<file path="config.mk">
export PLATFORM = sky130hd
export DESIGN_NAME = instr_encoder_loader_flat
export DESIGN_NICKNAME = d
export VERILOG_FILES = /design/src/rtl/instr_encoder_loader_if.sv /design/src/rtl/instr_encoder_loader.sv /design/src/flat_wrapper.sv
export SDC_FILE = /design/constraint.sdc
export NUM_CORES = 1
export LEC_CHECK = 0
export BUFFER_PORTS_ARGS = -buffer_cell sky130_fd_sc_hd__buf_2
export CORE_MARGIN = 8
export CORE_UTILIZATION = 51
export CTS_CLUSTER_DIAMETER = 80
export DETAILED_ROUTE_END_ITERATION = 6
export PLACE_DENSITY = 0.85
export SYNTH_ARGS = -nofsm -noshare
export SYNTH_HDL_FRONTEND = slang
export SYNTH_SLANG_ARGS = --single-unit
</file>
<file path="constraint.sdc">
create_clock -name clk -period 4.4 [get_ports clk]
set_input_delay 0.66 -clock clk [delete_from_list [all_inputs] [get_ports clk]]
set_output_delay 0.66 -clock clk [all_outputs]
set_load 0.1 [all_outputs]
</file>
<file path="src/rtl/instr_encoder_loader_if.sv">
// Field-bundle handshake and instruction-memory write bus for instr_encoder_loader.
// The master drives symbolic instruction fields; the slave (the encoder) returns ready and drives imem writes.
interface instr_encoder_loader_if #(
    parameter int ADDR_W = 6
) ();
    logic              in_valid;
    logic              in_ready;
    logic [2:0]        in_kind;
    logic [4:0]        in_rs;
    logic [4:0]        in_rt;
    logic [4:0]        in_rd;
    logic [5:0]        in_funct;
    logic [15:0]       in_imm;
    logic [25:0]       in_target;
    logic              imem_we;
    logic [ADDR_W-1:0] imem_addr;
    logic [31:0]       imem_wdata;

    modport master (
        output in_valid, in_kind, in_rs, in_rt, in_rd, in_funct, in_imm, in_target,
        input  in_ready, imem_we, imem_addr, imem_wdata
    );

    modport slave (
        input  in_valid, in_kind, in_rs, in_rt, in_rd, in_funct, in_imm, in_target,
        output in_ready, imem_we, imem_addr, imem_wdata
    );
endinterface

</file>
<file path="src/rtl/instr_encoder_loader.sv">
// Encodes symbolic MIPS fields (R-type, LW, SW, BEQ, J, ADDI) into 32-bit words and writes them to sequential imem.
// Optional NOP padding of the unwritten tail on finish is enabled by defining INSTR_ENC_NOP_PAD_EN.
module instr_encoder_loader #(
    parameter int ADDR_W    = 6,
    parameter int DEPTH     = 64,
    parameter int BASE_ADDR = 0
) (
    input  logic                     clk,
    input  logic                     reset_n,
    input  logic                     start,
    input  logic                     finish,
    instr_encoder_loader_if.slave    bus,
    output logic [ADDR_W:0]          count,
    output logic                     busy,
    output logic                     done,
    output logic                     err_illegal
);

    localparam logic [ADDR_W:0]   DEPTH_L = (ADDR_W+1)'(DEPTH);
    localparam logic [ADDR_W-1:0] BASE_L  = ADDR_W'(BASE_ADDR);
    localparam logic [ADDR_W:0]   ONE_L   = (ADDR_W+1)'(1);
    localparam logic [ADDR_W-1:0] PTR1_L  = ADDR_W'(1);

    localparam logic [2:0] KIND_RTYPE = 3'd0;
    localparam logic [2:0] KIND_LW    = 3'd1;
    localparam logic [2:0] KIND_SW    = 3'd2;
    localparam logic [2:0] KIND_BEQ   = 3'd3;
    localparam logic [2:0] KIND_J     = 3'd4;
    localparam logic [2:0] KIND_ADDI  = 3'd5;

`ifdef INSTR_ENC_NOP_PAD_EN
    typedef enum logic [1:0] {ST_IDLE = 2'd0, ST_LOAD = 2'd1, ST_PAD = 2'd2, ST_DONE = 2'd3} state_t;
`else
    typedef enum logic [1:0] {ST_IDLE = 2'd0, ST_LOAD = 2'd1, ST_DONE = 2'd3} state_t;
`endif

    state_t            state_r;
    logic [ADDR_W:0]   count_r;
    logic [ADDR_W-1:0] wr_ptr_r;
    logic              imem_we_r;
    logic [ADDR_W-1:0] imem_addr_r;
    logic [31:0]       imem_wdata_r;
    logic              busy_r;
    logic              done_r;
    logic              err_r;

    logic              ready_s;
    logic              legal_s;
    logic              xfer_s;
    logic              wr_s;
    logic [ADDR_W:0]   cnt_next_s;
    logic [31:0]       enc_s;

    // Shamt is always zero; illegal kinds encode to zero but are never written.
    function automatic logic [31:0] encode(
        input logic [2:0]  kind,
        input logic [4:0]  rs,
        input logic [4:0]  rt,
        input logic [4:0]  rd,
        input logic [5:0]  funct,
        input logic [15:0] imm,
        input logic [25:0] target
    );
        logic [31:0] w;
        case (kind)
            KIND_RTYPE: w = {6'b000000, rs, rt, rd, 5'b00000, funct};
            KIND_LW:    w = {6'b100011, rs, rt, imm};
            KIND_SW:    w = {6'b101011, rs, rt, imm};
            KIND_BEQ:   w = {6'b000100, rs, rt, imm};
            KIND_J:     w = {6'b000010, target};
            KIND_ADDI:  w = {6'b001000, rs, rt, imm};
            default:    w = 32'h0000_0000;
        endcase
        return w;
    endfunction

    // Handshake decode: ready depends only on state and words already accepted.
    always_comb begin
        ready_s = (state_r == ST_LOAD) && (count_r < DEPTH_L);
        legal_s = (bus.in_kind <= KIND_ADDI);
        xfer_s  = bus.in_valid && ready_s;
        wr_s    = xfer_s && legal_s;
        if (wr_s) begin
            cnt_next_s = count_r + ONE_L;
        end else begin
            cnt_next_s = count_r;
        end
        enc_s = encode(bus.in_kind, bus.in_rs, bus.in_rt, bus.in_rd,
                       bus.in_funct, bus.in_imm, bus.in_target);
    end

    // Session FSM with registered write port and status outputs.
    always_ff @(posedge clk) begin
        if (!reset_n) begin
            state_r      <= ST_IDLE;
            count_r      <= '0;
            wr_ptr_r     <= BASE_L;
            imem_we_r    <= 1'b0;
            imem_addr_r  <= BASE_L;
            imem_wdata_r <= 32'h0000_0000;
            busy_r       <= 1'b0;
            done_r       <= 1'b0;
            err_r        <= 1'b0;
        end else begin
            imem_we_r <= 1'b0;
            case (state_r)
                ST_IDLE, ST_DONE: begin
                    if (start) begin
                        state_r     <= ST_LOAD;
                        busy_r      <= 1'b1;
                        done_r      <= 1'b0;
                        count_r     <= '0;
                        err_r       <= 1'b0;
                        wr_ptr_r    <= BASE_L;
                        imem_addr_r <= BASE_L;
                    end
                end
                ST_LOAD: begin
                    if (wr_s) begin
                        imem_we_r    <= 1'b1;
                        imem_addr_r  <= wr_ptr_r;
                        imem_wdata_r <= enc_s;
                        wr_ptr_r     <= wr_ptr_r + PTR1_L;
                        count_r      <= cnt_next_s;
                    end
                    if (xfer_s && !legal_s) begin
                        err_r <= 1'b1;
                    end
                    // The word accepted in this cycle is written in the next, whatever state follows.
                    if (wr_s && (cnt_next_s == DEPTH_L)) begin
                        state_r <= ST_DONE;
                        busy_r  <= 1'b0;
                        done_r  <= 1'b1;
                    end else if (finish) begin
`ifdef INSTR_ENC_NOP_PAD_EN
                        if (cnt_next_s < DEPTH_L) begin
                            state_r <= ST_PAD;
                        end else begin
                            state_r <= ST_DONE;
                            busy_r  <= 1'b0;
                            done_r  <= 1'b1;
                        end
`else
                        state_r <= ST_DONE;
                        busy_r  <= 1'b0;
                        done_r  <= 1'b1;
`endif
                    end
                end
`ifdef INSTR_ENC_NOP_PAD_EN
                ST_PAD: begin
                    if (count_r < DEPTH_L) begin
                        imem_we_r    <= 1'b1;
                        imem_addr_r  <= wr_ptr_r;
                        imem_wdata_r <= 32'h0000_0000;
                        wr_ptr_r     <= wr_ptr_r + PTR1_L;
                        count_r      <= count_r + ONE_L;
                    end
                    if ((count_r + ONE_L) >= DEPTH_L) begin
                        state_r <= ST_DONE;
                        busy_r  <= 1'b0;
                        done_r  <= 1'b1;
                    end
                end
`endif
                default: begin
                    state_r <= ST_IDLE;
                    busy_r  <= 1'b0;
                    done_r  <= 1'b0;
                end
            endcase
        end
    end

    assign bus.in_ready   = ready_s;
    assign bus.imem_we    = imem_we_r;
    assign bus.imem_addr  = imem_addr_r;
    assign bus.imem_wdata = imem_wdata_r;
    assign count          = count_r;
    assign busy           = busy_r;
    assign done           = done_r;
    assign err_illegal    = err_r;

endmodule
</file>
<file path="src/flat_wrapper.sv">
// flat-port wrapper written by rule: the top's interface ports become plain ports
module instr_encoder_loader_flat 
#(
    parameter int ADDR_W    = 6,
    parameter int DEPTH     = 64,
    parameter int BASE_ADDR = 0
)
  (clk, reset_n, start, finish, count, busy, done, err_illegal, bus_in_valid, bus_in_kind, bus_in_rs, bus_in_rt, bus_in_rd, bus_in_funct, bus_in_imm, bus_in_target, bus_in_ready, bus_imem_we, bus_imem_addr, bus_imem_wdata);
  instr_encoder_loader_if #(.ADDR_W(ADDR_W)) bus_i ();
  input  logic clk;
  input  logic reset_n;
  input  logic start;
  input  logic finish;
  output logic [ADDR_W:0] count;
  output logic busy;
  output logic done;
  output logic err_illegal;
  input wire logic [$bits(bus_i.in_valid)-1:0] bus_in_valid;
  input wire logic [$bits(bus_i.in_kind)-1:0] bus_in_kind;
  input wire logic [$bits(bus_i.in_rs)-1:0] bus_in_rs;
  input wire logic [$bits(bus_i.in_rt)-1:0] bus_in_rt;
  input wire logic [$bits(bus_i.in_rd)-1:0] bus_in_rd;
  input wire logic [$bits(bus_i.in_funct)-1:0] bus_in_funct;
  input wire logic [$bits(bus_i.in_imm)-1:0] bus_in_imm;
  input wire logic [$bits(bus_i.in_target)-1:0] bus_in_target;
  output wire logic [$bits(bus_i.in_ready)-1:0] bus_in_ready;
  output wire logic [$bits(bus_i.imem_we)-1:0] bus_imem_we;
  output wire logic [$bits(bus_i.imem_addr)-1:0] bus_imem_addr;
  output wire logic [$bits(bus_i.imem_wdata)-1:0] bus_imem_wdata;
  assign bus_i.in_valid = bus_in_valid;
  assign bus_i.in_kind = bus_in_kind;
  assign bus_i.in_rs = bus_in_rs;
  assign bus_i.in_rt = bus_in_rt;
  assign bus_i.in_rd = bus_in_rd;
  assign bus_i.in_funct = bus_in_funct;
  assign bus_i.in_imm = bus_in_imm;
  assign bus_i.in_target = bus_in_target;
  assign bus_in_ready = bus_i.in_ready;
  assign bus_imem_we = bus_i.imem_we;
  assign bus_imem_addr = bus_i.imem_addr;
  assign bus_imem_wdata = bus_i.imem_wdata;
  instr_encoder_loader #(.ADDR_W(ADDR_W), .DEPTH(DEPTH), .BASE_ADDR(BASE_ADDR)) u_core (.clk(clk), .reset_n(reset_n), .start(start), .finish(finish), .bus(bus_i), .count(count), .busy(busy), .done(done), .err_illegal(err_illegal));
endmodule
</file>
**Word-level counts from Yosys, hierarchy flattened**

Cells that the tools add are included.

- Equal/unequal tests: 12
- Reductions and logical operators: 15
- Magnitude comparators: 2
- Add/subtract/negate cells: 2
- Muxes and demuxes: 25

Operators by type and width:

| cell | number |
|---|---|
| case mux 32 bit (6 select lines) | 1 |
| case mux 6 bit (2 select lines) | 2 |
| 2-to-1 mux 7 bit | 3 |
| 2-to-1 mux 6 bit | 3 |
| case mux 7 bit (2 select lines) | 1 |
| 2-to-1 mux 1 bit | 8 |
| adder 7 x 1 -> 7 bit, second input constant | 1 |
| equality test 7 bit, second input constant | 1 |
| less-than comparator 7 bit, second input constant | 1 |
| adder 6 x 1 -> 6 bit, second input constant | 1 |
| equality test 3 x 2 -> 1 bit, second input constant | 2 |
| equality test 3 bit, second input constant | 2 |
| 2-to-1 mux 2 bit | 3 |
| case mux 1 bit (2 select lines) | 3 |
| AND reduction 2 bit | 3 |
| AND reduction 3 bit | 2 |
| logical AND 1 bit | 5 |
| != test 2 bit, second input constant | 2 |
| case mux 2 bit (2 select lines) | 1 |
| equality test 3 x 1 -> 1 bit, second input constant | 1 |
| <= comparator 3 bit, second input constant | 1 |
| logical NOT 3 bit | 1 |
| != test 3 bit, second input constant | 1 |
| equality test 2 x 1 -> 1 bit, second input constant | 1 |
| other kinds (6) | 6 |

- Register bits after elaboration: 57
- Bits of input ports: 71
- Output and inout bits: 50
- Logic and storage cells: 65

**Depth between registers and ports, before layout**

- Word-level depth: 9
- Depth in mapped cells: 8

**Least setup slack after synthesis**

No wires, ideal clock.

- Path kind: flip-flop to output port
- Start point: register u_core.count_r[6], in the netlist u_core.count[6]
- End point: output port bus_in_ready
- Setup slack: 1.668 ns
- Stages on the path, launching flop included: 2
- Required time: 3.740 ns
- Path buffers: 0
- Arrival: 2.072 ns
- Path through: dfxtp_1 nor2_1

- Word-level cells in the longest chain between the ends: 2

RTL lines:

| item | RTL line | RTL |
|---|---|---|
| from (decl) | instr_encoder_loader.sv:38 | `logic [ADDR_W:0] count_r;` |
| from (signal assigned) | instr_encoder_loader.sv:124 | `count_r <= cnt_next_s;` |
| less-than comparator 7 bit | instr_encoder_loader.sv:79 | `ready_s = (state_r == ST_LOAD) && (count_r < DEPTH_L);` |
| logical AND 1 bit | instr_encoder_loader.sv:79 |  |
| to (decl) | flat_wrapper.sv:26 | `output wire logic [$bits(bus_i.in_ready)-1:0] bus_in_ready;` |

Every way passes these cells.

**Final worst setup path**

- Start point: register u_core.state_r[0]
- End point: register u_core.imem_wdata_r[11], in the netlist u_core.bus.imem_wdata[11]

- Word-level cells in the longest chain between the ends: 5

RTL lines:

| item | RTL line | RTL |
|---|---|---|
| from (decl) | instr_encoder_loader.sv:37 | `state_t state_r;` |
| from (signal assigned) | instr_encoder_loader.sv:95 | `state_r <= ST_IDLE;` |
| from (signal assigned) | instr_encoder_loader.sv:109 | `state_r <= ST_LOAD;` |
| from (signal assigned) | instr_encoder_loader.sv:131 | `state_r <= ST_DONE;` |
| equality test 2 x 1 -> 1 bit (*) | instr_encoder_loader.sv:79, instr_encoder_loader.sv:106 |  |
| logical AND 1 bit | instr_encoder_loader.sv:79 |  |
| logical AND 1 bit | instr_encoder_loader.sv:81 | `xfer_s = bus.in_valid && ready_s;` |
| logical AND 1 bit | instr_encoder_loader.sv:82 | `wr_s = xfer_s && legal_s;` |
| AND reduction 2 bit (no line) (*) | -- |  |
| to (signal assigned) | instr_encoder_loader.sv:122 | `imem_wdata_r <= enc_s;` |
| to (decl) | instr_encoder_loader.sv:42 | `logic [31:0] imem_wdata_r;` |

Mark *: on every way between the ends. The rest lies on a longest branch, timed or not.
A chain may end at the register's enable or synchronous reset.

==> results.md <==
* Area of the die at around 0.008 sq mm
* Number of cells produced by synthesis at roughly 340
* Data required time of the worst path at 4560 ps
* Clock root buffer master: sky130_fd_sc_hd__clkbuf_8
* Arrival time worst endpoint at between 2000 and 3000 ps
* Largest family of logic cells by synthesized area: compound AO/OA/AOI/OAI gates
* Reg2reg setup slack at around 1900 ps
* DIE WIDTH at about 90 microns
* Detailed Route Iter0 Violations at 169
* Cell types occupying the most area after synthesis: sky130_fd_sc_hd__dfxtp_1, sky130_fd_sc_hd__a22oi_1, sky130_fd_sc_hd__a21oi_1, sky130_fd_sc_hd__nor2_1, sky130_fd_sc_hd__o21ai_0
* Starting density of the core at around 53%
* Fraction of the mapped netlist area in simple logic gates at 15.0%
* Final clock period utilization by the worst path at a little under three fifths
* Remaining antenna violation count at 0
* Max-slew violations at 0
* Status: completed
* Worst slew slack as a fraction of its limit at a little under a third
* Max Buffers Root-to-Sink at 2
* Fraction of post-synthesis cell area in the top cell type by area at between 40% and 50%
* Most frequent cell after synthesis: sky130_fd_sc_hd__dfxtp_1
* Top fanout value on the critical path at 53
* Final global-route overflow total at 0
* Post-cts repair resize count at 0
* Leak pwr at ~0.0015 uW
* Path class of the lowest-slack min-delay path: reg -> reg
* Fraction of synthesized area in multiplexers at less than 1%
* Worst hold-check slack at about 470 ps
* Placement Rows at 26
* Hold-fix buffers, CTS at 0
* DRC violation count after routing at 0
* Worst-case clock skew at a little under 9 ps
* Switching Fraction at between 40% and 50%
* Per-instance average area after synthesis at 8.21 sq um
* Antenna violations before repair at 0
* Placeable Area at 0.00517 sq mm
* Synthesized-area fraction occupied by adder cells at under 10%
* Fraction of registers with async set or reset after synthesis at 0%
* Clk_lat worst skew at between 300 and 400 ps
* Worst-margin pin slew at a little over 1000 ps
* Synthesis Warnings at 0
* Number of port buffers at about 120
* Clock share of power at between 20% and 30%
* Logic gate share of total power at 36.3%
* Endpoints failing setup at 0
* Kind of capture point of the worst setup path: register
* Routed wire per std cell at 16.0 microns
* Overall track demand over capacity in global routing at 20.1%
* TritonCTS sink count at 55
* Wire length of the first global-routing pass at between 10000 and 15000 microns
* Number of enable flip-flop cells after synthesis at 0
* Layout cells sized above 1 at 31.3%
* Final period demand of the worst path at 2480 ps
* Net count after synthesis at around 410
* Growth of design area from synthesis to finish at 23.5%
* Pin count of the biggest net entering global routing at 54
* FF-to-FF Start: u_core.state_r[0]
* Number of hold violations in the final report at 0
* TritonCTS clock tree: built
* Reg-to-reg endpoint: u_core.bus.imem_wdata[11]
* Clock transition at the registers of the reported paths at approximately 110 ps
* Flip-flop and latch count after synthesis at between 50 and 60
* Post-layout net count at around 500
* WHS Path Cells at 2
* Register area share after synthesis at ~40%
* Summed instance area of the synthesized netlist at around 0.0028 sq mm
* Crit start category: register
* Max-capacitance violation count at 0
* Capture endpoint of the worst hold path: u_core.done
* Psw at just under 600 uW
* Cell type contributing the most total cell area after synthesis: sky130_fd_sc_hd__dfxtp_1
* First-pass iteration count of the detailed router at 4
* Worst setup path category: reg -> reg
* Die Span Y at roughly 89 microns
* Vias in the first global route at 2888
* Antenna Diode Count at 0
* Power per cell area at roughly 400 mW/mm^2
* Final routed wirelength across all metal layers at 8030 microns
* I/O pin cnt at between 100 and 150
* Xor/xnor cell area share of the yosys netlist at 1.59%
* Routed vias/inst at between 5 and 6
* CTS Buf Count at 5
* HPWL after detailed placement at about 5700 microns
* Total Negative Setup Slacks at 0 ps
* Post-synthesis compound-gate area fraction at 34.4%
* Count of cells along the worst register-to-register path at 6
* Vias at around 2900
* Startpoint of the most critical hold path: u_core.done
* RSZ-0062 raised after global routing: false
* Maximum clock frequency at about 0.40 GHz
* Post-CTS setup buffer count at 0
* Gpl congestion at 0.830
* CTS HTree Levels at 2
* Most common flop cell mapped by yosys: sky130_fd_sc_hd__dfxtp_1
* Synth cell count leaders: sky130_fd_sc_hd__dfxtp_1, sky130_fd_sc_hd__nor2_1, sky130_fd_sc_hd__a22oi_1, sky130_fd_sc_hd__a21oi_1, sky130_fd_sc_hd__o21ai_0
* Synth cell types at 43
* Peak supply drop at 231 uV
* Part of the power in registers at 41.1%
* Pint at ~760 uW
* Total power draw at roughly 1300 uW
-- per-layer routing --
metal | global-route usage, % | part of all wire [%] | wire [microns] | vias up
met5 | 0 | 0 | 0 | -
met4 | 7.10 | 1.8 | 146 | 0
met3 | 5.70 | 7.8 | 625 | 14
met2 | 32.6 | 47 | 3810 | 116
met1 | 24.8 | 43 | 3450 | 1367
li1 | - | - | - | 1423
-- per-stage QoR --
| step | instances | util (%) | instance area [sq um] | setup WS, ps |
|---|---|---|---|---|
| finish | 502 | 65.7 | 3400 | 1920 |
| global route | 502 | 65.7 | 3400 | 1630 |
| CTS | 502 | 65.7 | 3400 | 1950 |
| detailed placement | 494 | 63.8 | 3300 | 1670 |
| global placement | 494 | 63.8 | 3300 | 1750 |
| floorplan | 335 | - | 2750 | 1670 |
-- cell type report --
type	count	area, sq um
repair buffers	119	596
clock buffers	5	68.8
fillers	455	1780
well taps	70	87.6
clock inverters	3	27.5
flip-flops and latches	55	1100
multi-input cells	242	1490
inverters	8	30.0
-- state kept, by name (all words and copies together) (netlist names) --
signal                 count
u_core.busy                1
u_core.bus.imem_wdata     30
u_core.bus.imem_we         1
u_core.done                1
u_core.state_r             2
u_core.wr_ptr_r            6
u_core.err_illegal         1
u_core.bus.imem_addr       6
u_core.count               7
-- cells by family (layout without fill, tap and decap cells) --
family                   after synthesis  count (layout)
AO/OA/AOI/OAI                        143             143
XOR/XNOR                               5               5
adder cells (fa/ha/maj)                5               5
buffers and inverters                 38             135
flip-flops                            55              55
multiplexers                           1               1
other                                  1               1
AND/OR/NAND/NOR                       87              87
-- critical path, cell delays in order (launching register included) --
cell and delay, ps:
sky130_fd_sc_hd__dfxtp_1 400, sky130_fd_sc_hd__ha_1 290, sky130_fd_sc_hd__nand3b_1 320, sky130_fd_sc_hd__nor2_4 830, sky130_fd_sc_hd__o221ai_1 270, sky130_fd_sc_hd__o21ai_0 140, sky130_fd_sc_hd__nor2_1 50
-- worst max-delay path by stage --
| stage | start | endpoint | slack [ps] | cells past startpoint |
|---|---|---|---|---|
| final | u_core.state_r[0] | u_core.bus.imem_wdata[11] | 1920 | 6 |
| after global routing | u_core.state_r[1] | u_core.bus.imem_wdata[11] | 1630 | 7 |
| after CTS | u_core.state_r[0] | u_core.bus.imem_wdata[11] | 1950 | 6 |
| after detailed placement | bus_in_kind[1] | u_core.bus.imem_wdata[12] | 1670 | 6 |
| after global placement | bus_in_kind[1] | u_core.bus.imem_wdata[11] | 1750 | 6 |
| after floorplan | u_core.count[6] | bus_in_ready | 1670 | 1 |
-- power groups by stage --
stage / clock, uW / combinational [uW] / sequential, uW
after global routing: 322 / 517 / 556
after floorplan: 0 / 180 / 770
final: 304 / 487 / 551
after detailed placement: 0 / 486 / 561
after global placement: 0 / 479 / 562
after CTS: 302 / 488 / 551
-- layout by cell type, fill, tap and decap left out, types with 6 or more instances in the layout --
| master | instances |
|---|---|
| sky130_fd_sc_hd__inv_1 | 8 |
| sky130_fd_sc_hd__buf_2 | 119 |
| sky130_fd_sc_hd__a22oi_1 | 45 |
| sky130_fd_sc_hd__o21ai_0 | 33 |
| sky130_fd_sc_hd__dfxtp_1 | 55 |
| sky130_fd_sc_hd__nand3_1 | 6 |
| sky130_fd_sc_hd__o221ai_1 | 11 |
| sky130_fd_sc_hd__nand2_1 | 9 |
| sky130_fd_sc_hd__a21oi_1 | 42 |
| sky130_fd_sc_hd__nor2_1 | 48 |
Power figures use the tool's default switching activity.
